### config.mk
export PLATFORM = sky130hd
export DESIGN_NAME = uart_loader_flat
export DESIGN_NICKNAME = d
export VERILOG_FILES = /design/src/rtl/uart_pkg.sv /design/src/rtl/uart_loader_if.sv /design/src/rtl/uart_rx.sv /design/src/rtl/uart_loader.sv /design/src/flat_wrapper.sv
export SDC_FILE = /design/constraint.sdc
export NUM_CORES = 1
export LEC_CHECK = 0
export ABC_AREA = 1
export ABC_CLOCK_PERIOD_IN_PS = 3500
export BUFFER_PORTS_ARGS = -buffer_cell sky130_fd_sc_hd__buf_2
export CAP_MARGIN = 0
export CORE_MARGIN = 4
export CORE_UTILIZATION = 62
export DETAILED_ROUTE_END_ITERATION = 10
export GPL_TIMING_DRIVEN = 0
export PLACE_DENSITY_LB_ADDON = 0.25
export SLEW_MARGIN = 20
export SYNTH_ARGS = -nofsm -noshare
export SYNTH_HDL_FRONTEND = slang
export SYNTH_SLANG_ARGS = --single-unit
### constraint.sdc
create_clock -name clk -period 3.5 [get_ports clk]
set_clock_uncertainty 0.15 [all_clocks]
set_input_delay 0.35 -clock clk [delete_from_list [all_inputs] [get_ports clk]]
set_output_delay 0.35 -clock clk [all_outputs]
set_load 0.01 [all_outputs]
### src/rtl/uart_pkg.sv
// ---------------------------------------------------------------------------
// uart_pkg
// Shared definitions for the UART program loader: receiver FSM state
// encoding, frame/word sizing constants and a small lane-select helper.
// No ports (package).
// ---------------------------------------------------------------------------
package uart_pkg;

  localparam int UART_DATA_BITS = 8;
  localparam int WORD_BYTES     = 4;

  // Receiver states. ARM is the post-reset / post-error state that insists on
  // a stretch of idle-high line before any start bit is believed.
  typedef enum logic [2:0] {
    ARM   = 3'd0,
    IDLE  = 3'd1,
    START = 3'd2,
    DATA  = 3'd3,
    STOP  = 3'd4
  } rx_state_t;

  // True when the given byte counter value addresses the final lane of a word.
  function automatic logic isLastLane(input logic [1:0] laneIdx);
    return laneIdx == 2'(WORD_BYTES - 1);
  endfunction

endpackage

### src/rtl/uart_loader_if.sv
// ---------------------------------------------------------------------------
// uart_loader_if
// Bundles the loader's pin-side inputs and instruction-memory write port.
//   uart_serial  UART RX line (8N1, LSB first, idle high)
//   flash        load enable
//   wr_en        one-cycle write strobe
//   wr_addr      word-aligned byte address
//   wr_data      little-endian assembled word
//   core_hold    keeps the core in reset
//   frame_err    one-cycle pulse on a low stop bit
// master: the loader (drives the write port), slave: the environment.
// ---------------------------------------------------------------------------
interface uart_loader_if #(
  parameter int ADDR_WIDTH = 32
);

  logic                  uart_serial;
  logic                  flash;
  logic                  wr_en;
  logic [ADDR_WIDTH-1:0] wr_addr;
  logic [31:0]           wr_data;
  logic                  core_hold;
  logic                  frame_err;

  modport master (
    input  uart_serial,
    input  flash,
    output wr_en,
    output wr_addr,
    output wr_data,
    output core_hold,
    output frame_err
  );

  modport slave (
    output uart_serial,
    output flash,
    input  wr_en,
    input  wr_addr,
    input  wr_data,
    input  core_hold,
    input  frame_err
  );

endinterface

### src/rtl/uart_rx.sv
// ---------------------------------------------------------------------------
// uart_rx
// Two-flop synchroniser followed by an 8N1 receiver FSM.
// Ports:
//   clk           system clock
//   rst           synchronous active-high reset
//   i_serial      asynchronous UART RX line
//   o_byteValid   one-cycle pulse, o_byteData valid with it
//   o_byteData    received byte
//   o_frameErr    one-cycle pulse when the stop bit samples low
// ---------------------------------------------------------------------------
module uart_rx
  import uart_pkg::*;
#(
  parameter int CLKS_PER_BIT = 4
) (
  input  logic                      clk,
  input  logic                      rst,
  input  logic                      i_serial,
  output logic                      o_byteValid,
  output logic [UART_DATA_BITS-1:0] o_byteData,
  output logic                      o_frameErr
);

  localparam int            TW        = $clog2(CLKS_PER_BIT);
  localparam logic [TW-1:0] BIT_LAST  = TW'(CLKS_PER_BIT - 1);
  localparam logic [TW-1:0] HALF_LAST = TW'(CLKS_PER_BIT / 2 - 1);

  logic                      r_sync1;
  logic                      r_sync2;
  logic                      w_rx;
  rx_state_t                 r_state;
  logic [TW-1:0]             r_timer;
  logic [TW-1:0]             r_armCnt;
  logic [2:0]                r_bitIdx;
  logic [UART_DATA_BITS-1:0] r_shift;
  logic                      r_byteValid;
  logic [UART_DATA_BITS-1:0] r_byteData;
  logic                      r_frameErr;

  // Synchroniser flops reset low so a line stuck low from reset never looks
  // like a run of idle-high samples to the ARM state.
  always_ff @(posedge clk) begin
    if (rst) begin
      r_sync1 <= 1'b0;
      r_sync2 <= 1'b0;
    end else begin
      r_sync1 <= i_serial;
      r_sync2 <= r_sync1;
    end
  end

  assign w_rx = r_sync2;

  // Receiver FSM. START checks the middle of the start bit, after which every
  // DATA/STOP sample lands a full bit-time later, i.e. mid-bit. The STOP state
  // returns to IDLE the cycle after its sample so a start bit immediately
  // following the stop bit is still caught on its leading edge.
  always_ff @(posedge clk) begin
    if (rst) begin
      r_state     <= ARM;
      r_timer     <= '0;
      r_armCnt    <= '0;
      r_bitIdx    <= '0;
      r_shift     <= '0;
      r_byteValid <= 1'b0;
      r_byteData  <= '0;
      r_frameErr  <= 1'b0;
    end else begin
      r_byteValid <= 1'b0;
      r_frameErr  <= 1'b0;
      case (r_state)
        ARM: begin
          if (!w_rx) begin
            r_armCnt <= '0;
          end else if (r_armCnt == BIT_LAST) begin
            r_armCnt <= '0;
            r_state  <= IDLE;
          end else begin
            r_armCnt <= r_armCnt + 1'b1;
          end
        end
        IDLE: begin
          if (!w_rx) begin
            r_timer <= '0;
            r_state <= START;
          end
        end
        START: begin
          if (r_timer == HALF_LAST) begin
            r_timer  <= '0;
            r_bitIdx <= '0;
            r_state  <= w_rx ? IDLE : DATA;
          end else begin
            r_timer <= r_timer + 1'b1;
          end
        end
        DATA: begin
          if (r_timer == BIT_LAST) begin
            r_timer <= '0;
            r_shift <= {w_rx, r_shift[UART_DATA_BITS-1:1]};
            if (r_bitIdx == 3'(UART_DATA_BITS - 1)) begin
              r_state <= STOP;
            end else begin
              r_bitIdx <= r_bitIdx + 1'b1;
            end
          end else begin
            r_timer <= r_timer + 1'b1;
          end
        end
        STOP: begin
          if (r_timer == BIT_LAST) begin
            r_timer <= '0;
            if (w_rx) begin
              r_byteValid <= 1'b1;
              r_byteData  <= r_shift;
              r_state     <= IDLE;
            end else begin
              r_frameErr <= 1'b1;
              r_armCnt   <= '0;
              r_state    <= ARM;
            end
          end else begin
            r_timer <= r_timer + 1'b1;
          end
        end
        default: begin
          r_state  <= ARM;
          r_armCnt <= '0;
        end
      endcase
    end
  end

  assign o_byteValid = r_byteValid;
  assign o_byteData  = r_byteData;
  assign o_frameErr  = r_frameErr;

endmodule

### src/rtl/uart_loader.sv
// ---------------------------------------------------------------------------
// uart_loader
// Receives a program image over UART while flash is high and writes it to
// instruction memory one little-endian 32-bit word at a time, holding the
// core in reset while loading.
// Ports:
//   clk   system clock
//   rst   synchronous active-high reset
//   bus   uart_loader_if.master: uart_serial/flash in, write port,
//         core_hold and frame_err out
// ---------------------------------------------------------------------------
module uart_loader
  import uart_pkg::*;
#(
  parameter int CLKS_PER_BIT = 4,
  parameter int ADDR_WIDTH   = 32
) (
  input  logic          clk,
  input  logic          rst,
  uart_loader_if.master bus
);

  logic                      w_byteValid;
  logic [UART_DATA_BITS-1:0] w_byteData;
  logic                      w_frameErr;
  logic                      w_flashRise;
  logic                      w_flashFall;

  logic                      r_flashQ;
  logic [1:0]                r_byteCnt;
  logic [23:0]               r_asm;
  logic [ADDR_WIDTH-1:0]     r_nextAddr;
  logic                      r_wrEn;
  logic [ADDR_WIDTH-1:0]     r_wrAddr;
  logic [31:0]               r_wrData;
  logic                      r_coreHold;

  uart_rx #(
    .CLKS_PER_BIT (CLKS_PER_BIT)
  ) u_rx (
    .clk         (clk),
    .rst         (rst),
    .i_serial    (bus.uart_serial),
    .o_byteValid (w_byteValid),
    .o_byteData  (w_byteData),
    .o_frameErr  (w_frameErr)
  );

  assign w_flashRise = bus.flash & ~r_flashQ;
  assign w_flashFall = ~bus.flash & r_flashQ;

  // Word assembly. A rising flash edge restarts the image at address 0 and
  // still accepts a byte arriving in the same cycle as lane 0. A falling edge
  // throws away any partial word so a later image starts aligned. Only the
  // first three lanes are stored; the fourth goes straight into the write.
  always_ff @(posedge clk) begin
    if (rst) begin
      r_flashQ   <= 1'b0;
      r_byteCnt  <= '0;
      r_asm      <= '0;
      r_nextAddr <= '0;
      r_wrEn     <= 1'b0;
      r_wrAddr   <= '0;
      r_wrData   <= '0;
    end else begin
      r_flashQ <= bus.flash;
      r_wrEn   <= 1'b0;
      if (w_flashRise) begin
        r_nextAddr <= '0;
        r_wrAddr   <= '0;
        if (w_byteValid) begin
          r_asm     <= {16'h0000, w_byteData};
          r_byteCnt <= 2'd1;
        end else begin
          r_asm     <= '0;
          r_byteCnt <= '0;
        end
      end else if (w_flashFall) begin
        r_asm     <= '0;
        r_byteCnt <= '0;
      end else if (bus.flash && w_byteValid) begin
        r_byteCnt <= r_byteCnt + 1'b1;
        if (isLastLane(r_byteCnt)) begin
          r_wrEn     <= 1'b1;
          r_wrAddr   <= r_nextAddr;
          r_wrData   <= {w_byteData, r_asm};
          r_nextAddr <= r_nextAddr + ADDR_WIDTH'(WORD_BYTES);
          r_asm      <= '0;
        end else begin
          case (r_byteCnt)
            2'd0:    r_asm[7:0]   <= w_byteData;
            2'd1:    r_asm[15:8]  <= w_byteData;
            default: r_asm[23:16] <= w_byteData;
          endcase
        end
      end
    end
  end

  // Core hold follows flash by one cycle, so any write issued on the last
  // loading cycle still lands while the core is held.
  always_ff @(posedge clk) begin
    r_coreHold <= rst | bus.flash;
  end

  assign bus.wr_en     = r_wrEn;
  assign bus.wr_addr   = r_wrAddr;
  assign bus.wr_data   = r_wrData;
  assign bus.core_hold = r_coreHold;
  assign bus.frame_err = w_frameErr;

endmodule
### src/flat_wrapper.sv
// flat-port wrapper written by rule: the top's interface ports become plain ports
module uart_loader_flat import uart_pkg::*;
#(
  parameter int CLKS_PER_BIT = 4,
  parameter int ADDR_WIDTH   = 32
)
  (clk, rst, bus_uart_serial, bus_flash, bus_wr_en, bus_wr_addr, bus_wr_data, bus_core_hold, bus_frame_err);
  uart_loader_if #(.ADDR_WIDTH(ADDR_WIDTH)) bus_i ();
  input  logic clk;
  input  logic rst;
  input wire logic [$bits(bus_i.uart_serial)-1:0] bus_uart_serial;
  input wire logic [$bits(bus_i.flash)-1:0] bus_flash;
  output wire logic [$bits(bus_i.wr_en)-1:0] bus_wr_en;
  output wire logic [$bits(bus_i.wr_addr)-1:0] bus_wr_addr;
  output wire logic [$bits(bus_i.wr_data)-1:0] bus_wr_data;
  output wire logic [$bits(bus_i.core_hold)-1:0] bus_core_hold;
  output wire logic [$bits(bus_i.frame_err)-1:0] bus_frame_err;
  assign bus_i.uart_serial = bus_uart_serial;
  assign bus_i.flash = bus_flash;
  assign bus_wr_en = bus_i.wr_en;
  assign bus_wr_addr = bus_i.wr_addr;
  assign bus_wr_data = bus_i.wr_data;
  assign bus_core_hold = bus_i.core_hold;
  assign bus_frame_err = bus_i.frame_err;
  uart_loader #(.CLKS_PER_BIT(CLKS_PER_BIT), .ADDR_WIDTH(ADDR_WIDTH)) u_core (.clk(clk), .rst(rst), .bus(bus_i));
endmodule
# Word-level counts from Yosys, hierarchy flattened
# Index checks and enable logic that the tools add are counted.
[op_classes]
addsub = 5
n_eq_ne = 20
mux = 37
bitwise = 11
reduce_logical = 25
[op_table]
columns = ["cell", "count"]
rows = [
  ["2-to-1 mux 24 bit", 4],
  ["adder 32 x 3 -> 32 bit, second input constant", 1],
  ["2-to-1 mux 8 bit", 4],
  ["2-to-1 mux 3 bit", 10],
  ["2-to-1 mux 2 bit", 10],
  ["!= test 2 bit, second input constant", 9],
  ["case mux 3 bit (5 select lines)", 1],
  ["case mux 2 bit (3 select lines)", 2],
  ["AND reduction 2 bit", 5],
  ["AND reduction 3 bit", 3],
  ["inverter 1 bit", 8],
  ["AND reduction 4 bit", 2],
  ["nonzero test 4 bit", 2],
  ["AND reduction 7 bit", 1],
  ["adder 2 x 1 -> 2 bit, second input constant", 3],
  ["equality test 2 bit, second input constant", 3],
  ["equality test 3 x 2 -> 1 bit, second input constant", 2],
  ["equality test 3 bit, second input constant", 2],
  ["case mux 3 bit (2 select lines)", 1],
  ["nonzero test 3 bit", 2],
  ["OR reduction 2 bit", 3],
  ["OR reduction 3 bit", 2],
  ["2-to-1 mux 1 bit", 5],
  ["equality test 2 x 1 -> 1 bit, second input constant", 2],
  ["10 further kinds", 11],
]
[totals]
reg_bits = 155
in_bits = 4
output_inout_bits = 67
word_cells = 118

# Longest topological paths before layout
# Gate-level depths: netlist of the first run.
[depth]
depth_word = 7
depth_mapped = 12
depth_no_buf = 11

# Modules after synthesis
# A second synthesis of the first run with hierarchy kept.
[hier_totals]
hier_cells = 855
area_unflattened_um2 = 6316.1
[modules_own_cells]
columns = ["module", "n_inst", "cells_each", "area_per_inst_um2", "seq_area_each_um2"]
rows = [
  ["uart_loader", 1, 671, 4902.2, 2422.3],
  ["uart_rx", 1, 184, 1413.9, 600.6],
]

# Worst setup path before layout of the first run
# OpenSTA, ideal clock, no wires.
[synth_timing]
path_kind = "register -> register"
from = "register u_core.r_byteCnt[0]"
to = "register u_core.r_wrData[0], in the netlist u_core.bus.wr_data[0]"
setup_ns = 0.116
arrival_time_ns = 1.410
t_required_ns = 3.234
slack_ns = 1.824
path_stages_with_launch = 11
path_buffers = 3
period_less_slack_ns = 1.676
cell_sequence = "dfxtp_1 > ha_1 > buf_4 > inv_1 > nor2_1 > nand2_1 > inv_1 > buf_4 > buf_4 > nor2_1 > nor2_1"
[synth_between]
elab_chain_len = 2
[synth_rtl]
columns = ["item", "line", "source"]
rows = [
  ["start: declaration", "uart_loader.sv:30", "logic [1:0] r_byteCnt;"],
  ["start signal: assignment", "uart_loader.sv:82", "r_byteCnt <= r_byteCnt + 1'b1;"],
  ["equality test 2 bit", "uart_pkg.sv:24", "return laneIdx == 2'(WORD_BYTES - 1);"],
  ["AND reduction 4 bit (no source line)", "-", ""],
  ["end signal: assignment", "uart_loader.sv:86", "r_wrData <= {w_byteData, r_asm};"],
  ["end: declaration", "uart_loader.sv:35", "logic [31:0] r_wrData;"],
]
# Every way passes these cells.
# A chain may end at the register's enable or synchronous reset.

# Worst setup path in the final report of the first run
[layout_timing]
from = "input port bus_flash"
to = "register u_core.r_asm[14]"
[layout_between]
elab_chain_len = 4
elab_cells_between_ends = 9
cone_classes = "2 x mux; 3 x bitwise; 4 x reduce/logical"
[layout_rtl]
columns = ["item", "line", "source"]
rows = [
  ["start: declaration", "flat_wrapper.sv:12", "input wire logic [$bits(bus_i.flash)-1:0] bus_flash;"],
  ["inverter 1 bit", "uart_loader.sv:50", "assign w_flashFall = ~bus.flash & r_flashQ;"],
  ["bitwise AND 1 bit", "uart_loader.sv:50", ""],
  ["nonzero test 4 bit (no source line), or another cell as far along", "-", ""],
  ["AND reduction 2 bit (no source line) / 2-to-1 mux 24 bit (equally long branches)", "-", ""],
  ["end signal: assignment", "uart_loader.sv:72", "r_asm <= {16'h0000, w_byteData};"],
  ["end signal: assignment", "uart_loader.sv:92", "2'd1: r_asm[15:8] <= w_byteData;"],
  ["end: declaration", "uart_loader.sv:31", "logic [23:0] r_asm;"],
]
# Parallel ways exist; a longest one is shown, timed or not.

==> results of run 1 <==
## layout make-up
class | count | area, sq um | area share [%]
plain buffers | 40 | 208 | 2.83
clock buffers | 24 | 470 | 6.41
clock inverters | 6 | 70.1 | 0.955
inverters | 85 | 319 | 4.35
multi-input cells | 559 | 2720 | 37.0
flip-flops and latches | 151 | 3020 | 41.2
well taps | 133 | 166 | 2.27
repair buffers | 70 | 365 | 4.98
## cells by family after synthesis
| logic type | after synthesis | share of synthesized area (%) |
|---|---|---|
| simple gates | 338 | 23.5 |
| compound gates | 205 | 17.0 |
| flops | 151 | 48.3 |
| buf+inv | 125 | 8.41 |
| fa+ha+maj | 12 | 2.40 |
| xor+xnor | 2 | 0.280 |
| other cells | 1 | 0.0599 |
## per-stage QoR
| step | hold slack (ps) | cell area, sq um | power [mW] | instances |
|---|---|---|---|---|
| detailed placement | 250 | 6770 | 2.23 | 1035 |
| finish | 259 | 7340 | 3.89 | 1068 |
| global placement | 241 | 6770 | 2.21 | 1035 |
| floorplan | 238 | 6270 | 2.14 | 835 |
| CTS | 259 | 7340 | 3.89 | 1068 |
| global route | 270 | 7340 | 4.05 | 1068 |
## flip-flops by register name, summed over array words and instances (netlist names), 2 cells and up
| signal | count |
|---|---|
| u_core.r_asm | 24 |
| u_core.bus.wr_data | 32 |
| u_core.u_rx.r_shift | 8 |
| u_core.r_byteCnt | 2 |
| u_core.u_rx.r_state | 3 |
| u_core.u_rx.r_bitIdx | 3 |
| u_core.u_rx.o_byteData | 8 |
| u_core.bus.wr_addr | 30 |
| u_core.u_rx.r_armCnt | 2 |
| u_core.u_rx.r_timer | 2 |
| u_core.r_nextAddr | 30 |
## layer usage
layer	vias to the layer above	part of all wire (%)	GRT usage (%)
met4	0	3.3	13.9
li1	2908	-	-
met5	-	0	0
met1	2681	41	32.2
met2	226	50	50.0
met3	52	6.2	5.61
## worst paths after layout
| kind | cells past startpoint | to | slack [ps] |
|---|---|---|---|
| setup / recovery | 9 | u_core.r_asm[14]$_SDFFE_PP0P_ | 1260 |
| hold / removal | 2 | u_core.u_rx.r_sync2$_SDFF_PP0_ | 260 |
| setup reg to reg | 7 | u_core.r_asm[14]$_SDFFE_PP0P_ | 1390 |
| hold reg to reg | 2 | u_core.u_rx.r_sync2$_SDFF_PP0_ | 260 |
## layout by cell type (no fill, tap or decap), types with 4 or more instances in the layout
cell type and n:
a211oi_1 7, a21oi_1 105, buf_2 79, buf_4 7, clkbuf_1 22, clkbuf_16 16, clkbuf_8 4, dfxtp_1 151
ha_1 12, inv_1 83, nand2_1 126, nand3_1 43, nand4_1 13, nor2_1 128, nor3_1 12, o21ai_0 86
## worst register-to-register path: stages, from the launching register on
cell and delay (ps):
dfxtp_1 350, inv_1 70, ha_1 240, nor2_1 260
inv_1 180, nor3_1 470, nor2_1 120, a211oi_1 200
## power by group through the flow
stage                     clock network (mW)  logic [mW]  registers (mW)
after floorplan                            0       0.305            1.84
after global placement                     0       0.367            1.84
after detailed placement                   0       0.392            1.84
after CTS                               1.69       0.399            1.81
after global routing                    1.77       0.470            1.81
final                                   1.68       0.405            1.81
==> impl_table.tex, run 1 <==
\begin{tabular}{lr}
\hline
Metric & Value \\
\hline
\multicolumn{2}{l}{\textbf{Status}} \\
\quad Outcome & complete, no violations \\
\multicolumn{2}{l}{\textbf{STA}} \\
\quad Period utilization & 63.9\% \\
\quad Unrepaired setup endpoints after global routing & no \\
\quad Final worst setup slack & 1260 ps \\
\quad Slew @ Worst Pin & 559 ps \\
\quad Setup Total Neg Slack & 0 ps \\
\quad Max-Slew Margin vs Limit & 62.4\% \\
\quad Fmax & 447 MHz \\
\quad Fin crit period & 2240 ps \\
\quad Number of max-slew violations in the final report & 0 \\
\quad Final hold violation count & 0 \\
\quad Setup violations, final & 0 \\
\multicolumn{2}{l}{\textbf{Power}} \\
\quad Internal power component & 2.89 mW \\
\quad Sw Share & 25.7\% \\
\quad Worst vdd rail ir drop & 0.000376 V \\
\quad Pleak & 3.12 nW \\
\quad Gate power share & 10.4\% \\
\quad Switching power & 0.999 mW \\
\quad Pwr Density & 530 nW/um\^{}2 \\
\quad Share of power burned in registers & 46.4\% \\
\quad Proportion of power drawn by the clock network & 43.2\% \\
\multicolumn{2}{l}{\textbf{Synthesis}} \\
\quad Ranking of synthesized cells by area & dfxtp\_1, a21oi\_1, nor2\_1 \\
\quad Synth top area share & 48.3\% \\
\quad Sequential cell area fraction in the yosys report & 48.3\% \\
\quad Summed instance area of the synthesized netlist & 6260 sq um \\
\quad Largest area contributor in the netlist & dfxtp\_1 \\
\quad Synth warnings & 0 \\
\quad Top FF cell, synth & dfxtp\_1 \\
\quad Syn Inst Count & 834 \\
\quad Unique cell type count in the Yosys netlist & 36 \\
\quad Number of enable flip-flop cells after synthesis & 0 \\
\quad Synthesized flop and latch total & 151 \\
\quad Most common cell in the netlist & dfxtp\_1 \\
\quad Synth async-reset ratio & 0\% \\
\quad Top cell types by occurrence after synthesis & dfxtp\_1, nor2\_1, nand2\_1 \\
\quad Synth Area per Inst & 7.51 sq um \\
\multicolumn{2}{l}{\textbf{GRT}} \\
\quad Wire length of the first global-routing pass & 26200 um \\
\quad Vias in the first global route & 5821 \\
\quad Tot GR Track Use & 28.2\% \\
\quad Pin count of the biggest net entering global routing & 17 \\
\quad Antenna violations before repair & 0 \\
\quad Total congestion overflow after global routing & 0 \\
\multicolumn{2}{l}{\textbf{Critical path}} \\
\quad Critical path capture point type & flop \\
\quad Worst setup path startpoint & bus\_flash \\
\quad Buffers \& Inverters on Critical Path & 4 \\
\quad Arrival time worst endpoint & 2540 ps \\
\quad Critical path start-end classification & input pin to flop \\
\quad Worst R2R Start & u\_core.r\_flashQ\$\_SDFF\_PP0\_ \\
\quad Largest delay contributor family on the critical path & buffers and inverters \\
\quad Chain of cells forming the critical path & dlygate4sd3\_1 > buf\_2 > inv\_1 > ha\_1 > nor2\_1 > inv\_1 > nor3\_1 > nor2\_1 > a211oi\_1 \\
\quad Maximum fanout encountered on the critical timing path & 7 \\
\quad Slowest stage cell, crit path & dlygate4sd3\_1 \\
\quad Required time worst endpoint & 3800 ps \\
\quad Startpoint Class & input pin \\
\quad Max incr delay on CP & 520 ps \\
\multicolumn{2}{l}{\textbf{Detailed routing}} \\
\quad Pre-antenna DRT Iters & 5 \\
\quad Routed wire length & 15700 um \\
\quad Routed vias & 5867 \\
\quad DR iter-0 viols & 358 \\
\quad Average wire per standard cell & 14.7 um \\
\quad Post-detailed-route count of antenna-violating nets & 0 \\
\quad Via density per instance & 5.49 \\
\quad DR DRC count & 0 \\
\multicolumn{2}{l}{\textbf{Clocking}} \\
\quad Clock Sinks & 151 \\
\quad Quantity of hold-fixing buffers added after cts & 3 \\
\quad Num CTS Buffers & 17 \\
\quad Register clock-pin slew on the reported worst setup and hold paths & 70 ps \\
\quad Count of buffers added by post-CTS timing repair for setup & 0 \\
\quad CTS tree & done \\
\quad H-tree Lvls & 4 \\
\quad Clk root buf & clkbuf\_8 \\
\quad Maximum count of clock buffers along a single path & 2 \\
\quad Clock latency reported for the late side of the worst-skew pair & 540 ps \\
\quad Count of cells resized by post-cts repair & 0 \\
\multicolumn{2}{l}{\textbf{Place}} \\
\quad DP Wirelength & 11400 um \\
\quad Worst Setup Slack post-DPL & 1300 ps \\
\quad Port bufs & 67 \\
\quad Global placer's final weighted congestion & 0.959 \\
\multicolumn{2}{l}{\textbf{Floorplan}} \\
\quad Top-level port count & 71 \\
\quad Die ar. & 11800 sq um \\
\quad Area of the core & 9820 sq um \\
\quad Vertical extent of the die & 109 um \\
\quad Starting utilization of the core area & 63.8\% \\
\quad Die W & 109 um \\
\quad Std-Cell Rows & 36 \\
\multicolumn{2}{l}{\textbf{Layout}} \\
\quad Total Nets Final & 940 \\
\quad Share of layout cells above drive strength 1 & 14.0\% \\
\quad Synth-to-layout area growth & 17.2\% \\
\quad Count of inserted antenna diode cells & 0 \\
\quad Utilization of the core after routing & 74.7\% \\
\quad Fillers & 765 \\
\multicolumn{2}{l}{\textbf{Hold path}} \\
\quad Min-delay src & u\_core.u\_rx.r\_sync1\$\_SDFF\_PP0\_ \\
\quad Type of the tightest min-delay check & flop to flop \\
\multicolumn{2}{l}{\textbf{Job}} \\
\quad Max-cap violations & 0 \\
\hline
\end{tabular}
No activity file was read; power rests on OpenSTA's default activity.
==> run 2: changes to the inputs <==
--- a/config.mk
+++ b/config.mk
@@ -5,12 +5,12 @@
 export SDC_FILE = /design/constraint.sdc
 export NUM_CORES = 1
 export LEC_CHECK = 0
-export ABC_AREA = 1
-export ABC_CLOCK_PERIOD_IN_PS = 3500
+export ABC_AREA = 0
+export ABC_CLOCK_PERIOD_IN_PS = 1800
 export BUFFER_PORTS_ARGS = -buffer_cell sky130_fd_sc_hd__buf_2
 export CAP_MARGIN = 0
 export CORE_MARGIN = 4
-export CORE_UTILIZATION = 62
+export CORE_UTILIZATION = 52
 export DETAILED_ROUTE_END_ITERATION = 10
 export GPL_TIMING_DRIVEN = 0
 export PLACE_DENSITY_LB_ADDON = 0.25
==> constraint.sdc (replaced) <==
create_clock -name clk -period 1.8 [get_ports clk]
set_clock_uncertainty 0.15 [all_clocks]
set_input_delay 0.18 -clock clk [delete_from_list [all_inputs] [get_ports clk]]
set_output_delay 0.18 -clock clk [all_outputs]
set_load 0.01 [all_outputs]
==> impl_table.tex, run 2 <==
\begin{tabular}{lr}
\hline
Metric & Value \\
\hline
\multicolumn{2}{l}{\textbf{Power}} \\
\quad Proportion of power drawn by the clock network & 47.3\% \\
\quad Switching power & 1.68 mW \\
\quad Pleak & 3.11 nW \\
\quad Worst vdd rail ir drop & 0.000860 V \\
\quad Internal power component & 5.64 mW \\
\quad Gate power share & 6.6\% \\
\quad Share of power burned in registers & 46.1\% \\
\quad Sw Share & 23.0\% \\
\quad Pwr Density & 890 nW/um\^{}2 \\
\multicolumn{2}{l}{\textbf{Place}} \\
\quad Port bufs & 68 \\
\quad Placed insts & 946 \\
\quad Global placer's final weighted congestion & 0.848 \\
\quad Cell Area, Placed & 6720 sq um \\
\quad DP Wirelength & 10400 um \\
\multicolumn{2}{l}{\textbf{Synthesis}} \\
\quad Summed instance area of the synthesized netlist & 6110 sq um \\
\quad Synthesized flop and latch total & 151 \\
\quad Area fraction in compound gates after synthesis & 14.8\% \\
\quad Area share of xor/xnor cells in the synthesized design & 1.00\% \\
\quad Most common cell in the netlist & nand2\_1 \\
\quad Syn Inst Count & 734 \\
\quad Synth top area share & 49.5\% \\
\quad Top FF cell, synth & dfxtp\_1 \\
\quad Ranking of synthesized cells by area & dfxtp\_1, nand2\_1, a21oi\_1 \\
\quad Share of synthesized cell area in full adder, half adder and majority cells & 2.46\% \\
\quad Synth Area per Inst & 8.32 sq um \\
\quad Share of synthesized area spent on multiplexers & 3.62\% \\
\quad Synth async-reset ratio & 0\% \\
\quad Simple-Gate Fraction of Synth Area & 24.5\% \\
\quad Unique cell type count in the Yosys netlist & 53 \\
\quad Sequential cell area fraction in the yosys report & 49.5\% \\
\quad Largest area contributor in the netlist & dfxtp\_1 \\
\quad Number of enable flip-flop cells after synthesis & 0 \\
\quad Largest family of logic cells by synthesized area & simple AND/OR/NAND/NOR gates \\
\quad Synth warnings & 0 \\
\quad Top cell types by occurrence after synthesis & nand2\_1, dfxtp\_1, a21oi\_1 \\
\multicolumn{2}{l}{\textbf{Floorplan}} \\
\quad Area of the core & 11500 sq um \\
\quad Std-Cell Rows & 39 \\
\quad Starting utilization of the core area & 53.3\% \\
\quad Vertical extent of the die & 116 um \\
\quad Die ar. & 13500 sq um \\
\quad Top-level port count & 71 \\
\quad Die W & 116 um \\
\multicolumn{2}{l}{\textbf{Critical path}} \\
\quad Worst R2R Path Depth & 5 \\
\quad End of the worst register-to-register path & u\_core.r\_nextAddr[22]\$\_SDFFE\_PP0P\_ \\
\quad Critical path capture point type & flop \\
\quad Required time worst endpoint & 2010 ps \\
\quad Worst R2R Start & u\_core.r\_nextAddr[19]\$\_SDFFE\_PP0P\_ \\
\quad Arrival time worst endpoint & 2400 ps \\
\quad Maximum fanout encountered on the critical timing path & 6 \\
\quad Startpoint Class & flop \\
\quad Critical path start-end classification & flop to flop \\
\quad R2R setup slack & -390 ps \\
\multicolumn{2}{l}{\textbf{Layout}} \\
\quad Share of layout cells above drive strength 1 & 31.4\% \\
\quad Area taken by multi-input logic gates & 3270 sq um \\
\quad Synth-to-layout area growth & 34.8\% \\
\quad Sequential Area & 3070 sq um \\
\quad Leading cell types in the layout, fill and taps excluded & nand2\_1, dfxtp\_1, a21oi\_1 \\
\quad Count of inserted antenna diode cells & 0 \\
\quad Final instance area & 8230 sq um \\
\quad Largest register FFs & 32 \\
\quad Total Nets Final & 873 \\
\quad Commonest non-fill, non-tap cell in the layout & nand2\_1 \\
\quad Final standard cell count with taps included and fillers excluded & 1013 \\
\quad Fillers & 834 \\
\multicolumn{2}{l}{\textbf{Detailed routing}} \\
\quad Average wire per standard cell & 16.9 um \\
\quad Routed vias & 5888 \\
\quad Via density per instance & 5.81 \\
\quad DR DRC count & 0 \\
\quad Pre-antenna DRT Iters & 7 \\
\quad Routed wire length & 17100 um \\
\quad DR iter-0 viols & 474 \\
\quad Post-detailed-route count of antenna-violating nets & 0 \\
\multicolumn{2}{l}{\textbf{STA}} \\
\quad Number of max-slew violations in the final report & 0 \\
\quad Setup violations, final & 42 \\
\quad Final worst setup slack & -388 ps \\
\quad Period utilization & 122\% \\
\quad Fin crit period & 2190 ps \\
\quad Unrepaired setup endpoints after global routing & yes \\
\quad Final hold violation count & 0 \\
\quad Fmax & 457 MHz \\
\multicolumn{2}{l}{\textbf{Clocking}} \\
\quad H-tree Lvls & 4 \\
\quad Maximum count of clock buffers along a single path & 2 \\
\quad Clock Sinks & 151 \\
\quad CTS tree & done \\
\quad Num CTS Buffers & 17 \\
\quad Clk root buf & clkbuf\_16 \\
\quad Register clock-pin slew on the reported worst setup and hold paths & 60 ps \\
\quad Clock latency reported for the late side of the worst-skew pair & 420 ps \\
\multicolumn{2}{l}{\textbf{Hold path}} \\
\quad Endpoint of the worst hold path & u\_core.bus.wr\_data[6]\$\_SDFFE\_PP0P\_ \\
\quad Type of the tightest min-delay check & input pin to flop \\
\quad Min-delay src & bus\_flash \\
\quad Number of cells on the worst hold path & 4 \\
\multicolumn{2}{l}{\textbf{GRT}} \\
\quad Wire length of the first global-routing pass & 25400 um \\
\quad Vias in the first global route & 5434 \\
\quad Antenna violations before repair & 0 \\
\quad Total congestion overflow after global routing & 0 \\
\quad Pin count of the biggest net entering global routing & 17 \\
\quad Tot GR Track Use & 23.7\% \\
\multicolumn{2}{l}{\textbf{Status}} \\
\quad Failing checks & negative setup slack \\
\quad Outcome & finished with violations \\
\multicolumn{2}{l}{\textbf{Job}} \\
\quad Max-cap violations & 0 \\
\hline
\end{tabular}
-- run 2: cell types whose count changed in the layout (fill, tap and decap cells not counted), sizes merged, moves of 7 or more --
cell,change
or4,+15
mux2i,+21
nand3,-26
o31ai,+12
nand2,+42
nor2,-91
o21ai,-67
nor3,-7
and2,+9
inv,-72
buf,+33
or3,+11
-- run 2: power by group through the flow --
stage,registers (mW),logic [mW],clock network (mW)
floorplan,3.45,0.263,0
global placement,3.45,0.331,0
CTS,3.38,0.442,3.50
detailed placement,3.45,0.341,0
global route,3.38,0.518,3.63
finish,3.38,0.481,3.47
-- run 2: kinds of logic (layout without fill, tap and decap cells) --
group | after synthesis | after routing
compound gates | 162 | 162
xor+xnor | 7 | 7
fa+ha+maj | 12 | 12
buf+inv | 62 | 197
flops | 151 | 151
mux | 22 | 22
other cells | 1 | 2
simple gates | 317 | 317
-- run 2: repair_timing --
action | CTS | global route
pin swaps | 10 | 28
setup buffers | 21 | 15
hold buffers | 4 | 0
endpoints found under the setup margin | 121 | 143
hold endpoints to repair | 5 | 0
gates cloned | 2 | 3
resized for setup | 69 | 130
-- run 2: per-layer routing --
| layer | vias to the layer above | routed length [um] | global-route usage, % |
|---|---|---|---|
| met3 | 53 | 971 | 5.96 |
| met1 | 2828 | 6770 | 27.5 |
| met5 | - | 0 | 0 |
| met4 | 0 | 625 | 9.59 |
| met2 | 230 | 8740 | 41.7 |
| li1 | 2777 | - | - |
-- run 2: how the worst max path moves through the flow --
stage	to	from	slack (ps)
6_report	u_core.r_nextAddr[22]$_SDFFE_PP0P_	u_core.r_nextAddr[19]$_SDFFE_PP0P_	-390
5_1_grt	u_core.r_nextAddr[22]$_SDFFE_PP0P_	u_core.r_nextAddr[19]$_SDFFE_PP0P_	-460
4_1_cts	u_core.r_nextAddr[29]$_SDFFE_PP0P_	u_core.r_flashQ$_SDFF_PP0_	-340
3_5_place_dp	u_core.r_nextAddr[29]$_SDFFE_PP0P_	bus_flash	-580
3_3_place_gp	u_core.r_nextAddr[29]$_SDFFE_PP0P_	bus_flash	-560
2_1_floorplan	u_core.r_nextAddr[26]$_SDFFE_PP0P_	u_core.r_flashQ$_SDFF_PP0_	-270
-- run 2: metrics by stage --
stage / setup WS (ps) / TNS, ps / hold slack [ps] / util [%] / total power, mW
after floorplan: -269 / -2590 / 137 / - / 3.71
after global placement: -565 / -26690 / 260 / 58.6 / 3.78
after detailed placement: -585 / -30750 / 264 / 58.6 / 3.80
after CTS: -340 / -5090 / 264 / 67.8 / 7.32
after global routing: -461 / -9040 / 279 / 71.8 / 7.53
final: -388 / -7080 / 261 / 71.8 / 7.33
-- run 2: worst max-delay path, cell delays in order (launching register included) --
cell and delay [ps]:
dfxtp_1 450, nand3_1 200, or4_4 560, buf_6 150, or4_4 480, a21oi_2 140
-- run 2: cell type report --
class,instances,share of cell area (%)
flip-flops and latches,151,37.2
clock inverters,11,1.50
plain buffers,42,3.72
inverters,11,0.502
clock buffers,21,5.47
well taps,143,2.17
multi-input cells,522,39.7
repair buffers,112,9.68
==> run 3: changes to the inputs <==
--- a/config.mk
+++ b/config.mk
@@ -6,11 +6,13 @@
 export NUM_CORES = 1
 export LEC_CHECK = 0
 export ABC_AREA = 0
-export ABC_CLOCK_PERIOD_IN_PS = 1800
+export ABC_CLOCK_PERIOD_IN_PS = 1790
 export BUFFER_PORTS_ARGS = -buffer_cell sky130_fd_sc_hd__buf_2
 export CAP_MARGIN = 0
+export CORE_ASPECT_RATIO = 0.75
 export CORE_MARGIN = 4
 export CORE_UTILIZATION = 52
+export CTS_CLUSTER_DIAMETER = 60
 export DETAILED_ROUTE_END_ITERATION = 10
 export GPL_TIMING_DRIVEN = 0
 export PLACE_DENSITY_LB_ADDON = 0.25
==> constraint.sdc (replaced) <==
create_clock -name clk -period 1.79 [get_ports clk]
set_clock_uncertainty 0.15 [all_clocks]
set_input_delay 0.179 -clock clk [delete_from_list [all_inputs] [get_ports clk]]
set_output_delay 0.179 -clock clk [all_outputs]
set_load 0.01 [all_outputs]
==> impl_table.tex, run 3 (synthesized netlist as in run 2, its figures left out) <==
\begin{tabular}{lr}
\hline
Metric & Value \\
\hline
\multicolumn{2}{l}{\textbf{Status}} \\
\quad Outcome & finished with violations \\
\quad Failing checks & negative setup slack \\
\multicolumn{2}{l}{\textbf{Detailed routing}} \\
\quad DR iter-0 viols & 438 \\
\quad Pre-antenna DRT Iters & 5 \\
\quad Average wire per standard cell & 17.3 um \\
\quad Routed vias & 5885 \\
\quad Routed wire length & 17700 um \\
\quad Post-detailed-route count of antenna-violating nets & 0 \\
\quad Via density per instance & 5.74 \\
\quad DR DRC count & 0 \\
\multicolumn{2}{l}{\textbf{GRT}} \\
\quad Total congestion overflow after global routing & 0 \\
\quad Antenna violations before repair & 0 \\
\quad Pin count of the biggest net entering global routing & 17 \\
\quad Vias in the first global route & 5483 \\
\quad Wire length of the first global-routing pass & 26900 um \\
\quad Tot GR Track Use & 24.6\% \\
\multicolumn{2}{l}{\textbf{Critical path}} \\
\quad End of the worst register-to-register path & u\_core.r\_nextAddr[26]\$\_SDFFE\_PP0P\_ \\
\quad Worst R2R Start & u\_core.r\_nextAddr[12]\$\_SDFFE\_PP0P\_ \\
\quad Arrival time worst endpoint & 2400 ps \\
\quad Startpoint Class & flop \\
\quad R2R setup slack & -390 ps \\
\quad Critical path start-end classification & flop to flop \\
\quad Critical path capture point type & flop \\
\quad Maximum fanout encountered on the critical timing path & 5 \\
\quad Required time worst endpoint & 2010 ps \\
\quad Worst R2R Path Depth & 6 \\
\multicolumn{2}{l}{\textbf{STA}} \\
\quad Final worst setup slack & -395 ps \\
\quad Final hold violation count & 0 \\
\quad Number of max-slew violations in the final report & 0 \\
\quad Setup Total Neg Slack & -8720 ps \\
\quad Post-route worst hold slack & 265 ps \\
\quad Unrepaired setup endpoints after global routing & yes \\
\quad Fin crit period & 2180 ps \\
\quad Slew @ Worst Pin & 525 ps \\
\quad Setup violations, final & 38 \\
\quad Max-Slew Margin vs Limit & 65.0\% \\
\quad Period utilization & 122\% \\
\quad Fmax & 458 MHz \\
\multicolumn{2}{l}{\textbf{Layout}} \\
\quad Commonest non-fill, non-tap cell in the layout & nand2\_1 \\
\quad Fillers & 745 \\
\quad Synth-to-layout area growth & 37.1\% \\
\quad Leading cell types in the layout, fill and taps excluded & nand2\_1, dfxtp\_1, a21oi\_1 \\
\quad Share of layout cells above drive strength 1 & 33.5\% \\
\quad Count of inserted antenna diode cells & 0 \\
\quad Total Nets Final & 871 \\
\quad Largest register FFs & 32 \\
\multicolumn{2}{l}{\textbf{Hold path}} \\
\quad Type of the tightest min-delay check & input pin to flop \\
\quad Endpoint of the worst hold path & u\_core.bus.wr\_addr[31]\$\_SDFFE\_PP0P\_ \\
\quad Number of cells on the worst hold path & 5 \\
\quad Min-delay src & bus\_flash \\
\multicolumn{2}{l}{\textbf{Power}} \\
\quad Pleak & 3.18 nW \\
\quad Total design power & 7.60 mW \\
\quad Worst vdd rail ir drop & 0.000783 V \\
\quad Pwr Density & 907 nW/um\^{}2 \\
\multicolumn{2}{l}{\textbf{Place}} \\
\quad DP Wirelength & 10800 um \\
\quad Global placer's final weighted congestion & 0.844 \\
\quad Port bufs & 68 \\
\multicolumn{2}{l}{\textbf{Floorplan}} \\
\quad Die W & 133 um \\
\quad Vertical extent of the die & 102 um \\
\quad Top-level port count & 71 \\
\quad Area of the core & 11200 sq um \\
\quad Die ar. & 13600 sq um \\
\quad Std-Cell Rows & 33 \\
\quad Starting utilization of the core area & 54.6\% \\
\multicolumn{2}{l}{\textbf{Clocking}} \\
\quad H-tree Lvls & 4 \\
\quad Clk root buf & clkbuf\_16 \\
\quad CTS tree & done \\
\quad Clock Sinks & 151 \\
\quad Register clock-pin slew on the reported worst setup and hold paths & 70 ps \\
\quad Num CTS Buffers & 17 \\
\quad Maximum count of clock buffers along a single path & 2 \\
\quad Clock latency reported for the late side of the worst-skew pair & 430 ps \\
\multicolumn{2}{l}{\textbf{Job}} \\
\quad Max-cap violations & 0 \\
\hline
\end{tabular}
[run 3: cell types whose count changed in the layout (fill, tap and decap cells not counted), sizes merged]
cell / previous run / this run
bufbuf: 1 / 0
clkinvlp: 4 / 3
[run 3: routing by layer]
layer	share of wire [%]	GRT usage, %
met1	44	32.9
met2	47	39.4
met3	7.4	5.56
met4	1.8	9.72
met5	0	0
[run 3: stage by stage]
stage                     setup WS (ps)  instance area (sq um)  utilization (%)  instances
after floorplan                    -279                   6230                -        735
after global placement             -617                   6760             60.4        960
after detailed placement           -680                   6760             60.4        960
after CTS                          -355                   7860             70.2       1014
after global routing               -456                   8380             74.9       1025
final                              -395                   8380             74.9       1025
[run 3: timing repair]
item | CTS | global route
hold buffers | 4 | 0
pin swaps | 15 | 32
setup buffers | 21 | 19
gates cloned | 1 | 1
setup endpoints to repair | 129 | 147
resized for setup | 74 | 141
endpoints found under the hold margin | 5 | 0
[run 3: worst max path at each step]
stage	start	end	slack [ps]	cells past startpoint
finish	u_core.r_nextAddr[12]$_SDFFE_PP0P_	u_core.r_nextAddr[26]$_SDFFE_PP0P_	-390	6
global route	u_core.r_flashQ$_SDFF_PP0_	u_core.r_nextAddr[13]$_SDFFE_PP0P_	-460	8
CTS	u_core.r_flashQ$_SDFF_PP0_	u_core.r_nextAddr[29]$_SDFFE_PP0P_	-360	6
detailed placement	bus_flash	u_core.r_nextAddr[29]$_SDFFE_PP0P_	-680	8
global placement	bus_flash	u_core.r_nextAddr[29]$_SDFFE_PP0P_	-620	8
floorplan	u_core.r_flashQ$_SDFF_PP0_	u_core.r_nextAddr[26]$_SDFFE_PP0P_	-280	6
[run 3: layout make-up]
cell class	count	area (sq um)	area share (%)
Multi-Input combinational cell	522	3390	40.5
Sequential cell	151	3070	36.7
Timing Repair Buffer	111	777	9.27
Clock buffer	22	495	5.91
Buffer	41	287	3.42
Tap cell	157	196	2.34
Clock inverter	10	115	1.37
Inverter	11	41.3	0.493
[run 3: critical path: stages (launching register included)]
cell and delay (ps):
dfxtp_2 410, nand4_1 170, buf_4 190, or4_4 450, buf_6 150, or4_4 480, a21oi_2 120
[run 3: where the power goes]
part | total (mW) | switching (mW) | internal, mW
Combinational | 0.524 | 0.303 | 0.221
Sequential | 3.40 | 0.0235 | 3.37
Clock | 3.67 | 1.43 | 2.25
Total | 7.60 | 1.75 | 5.84
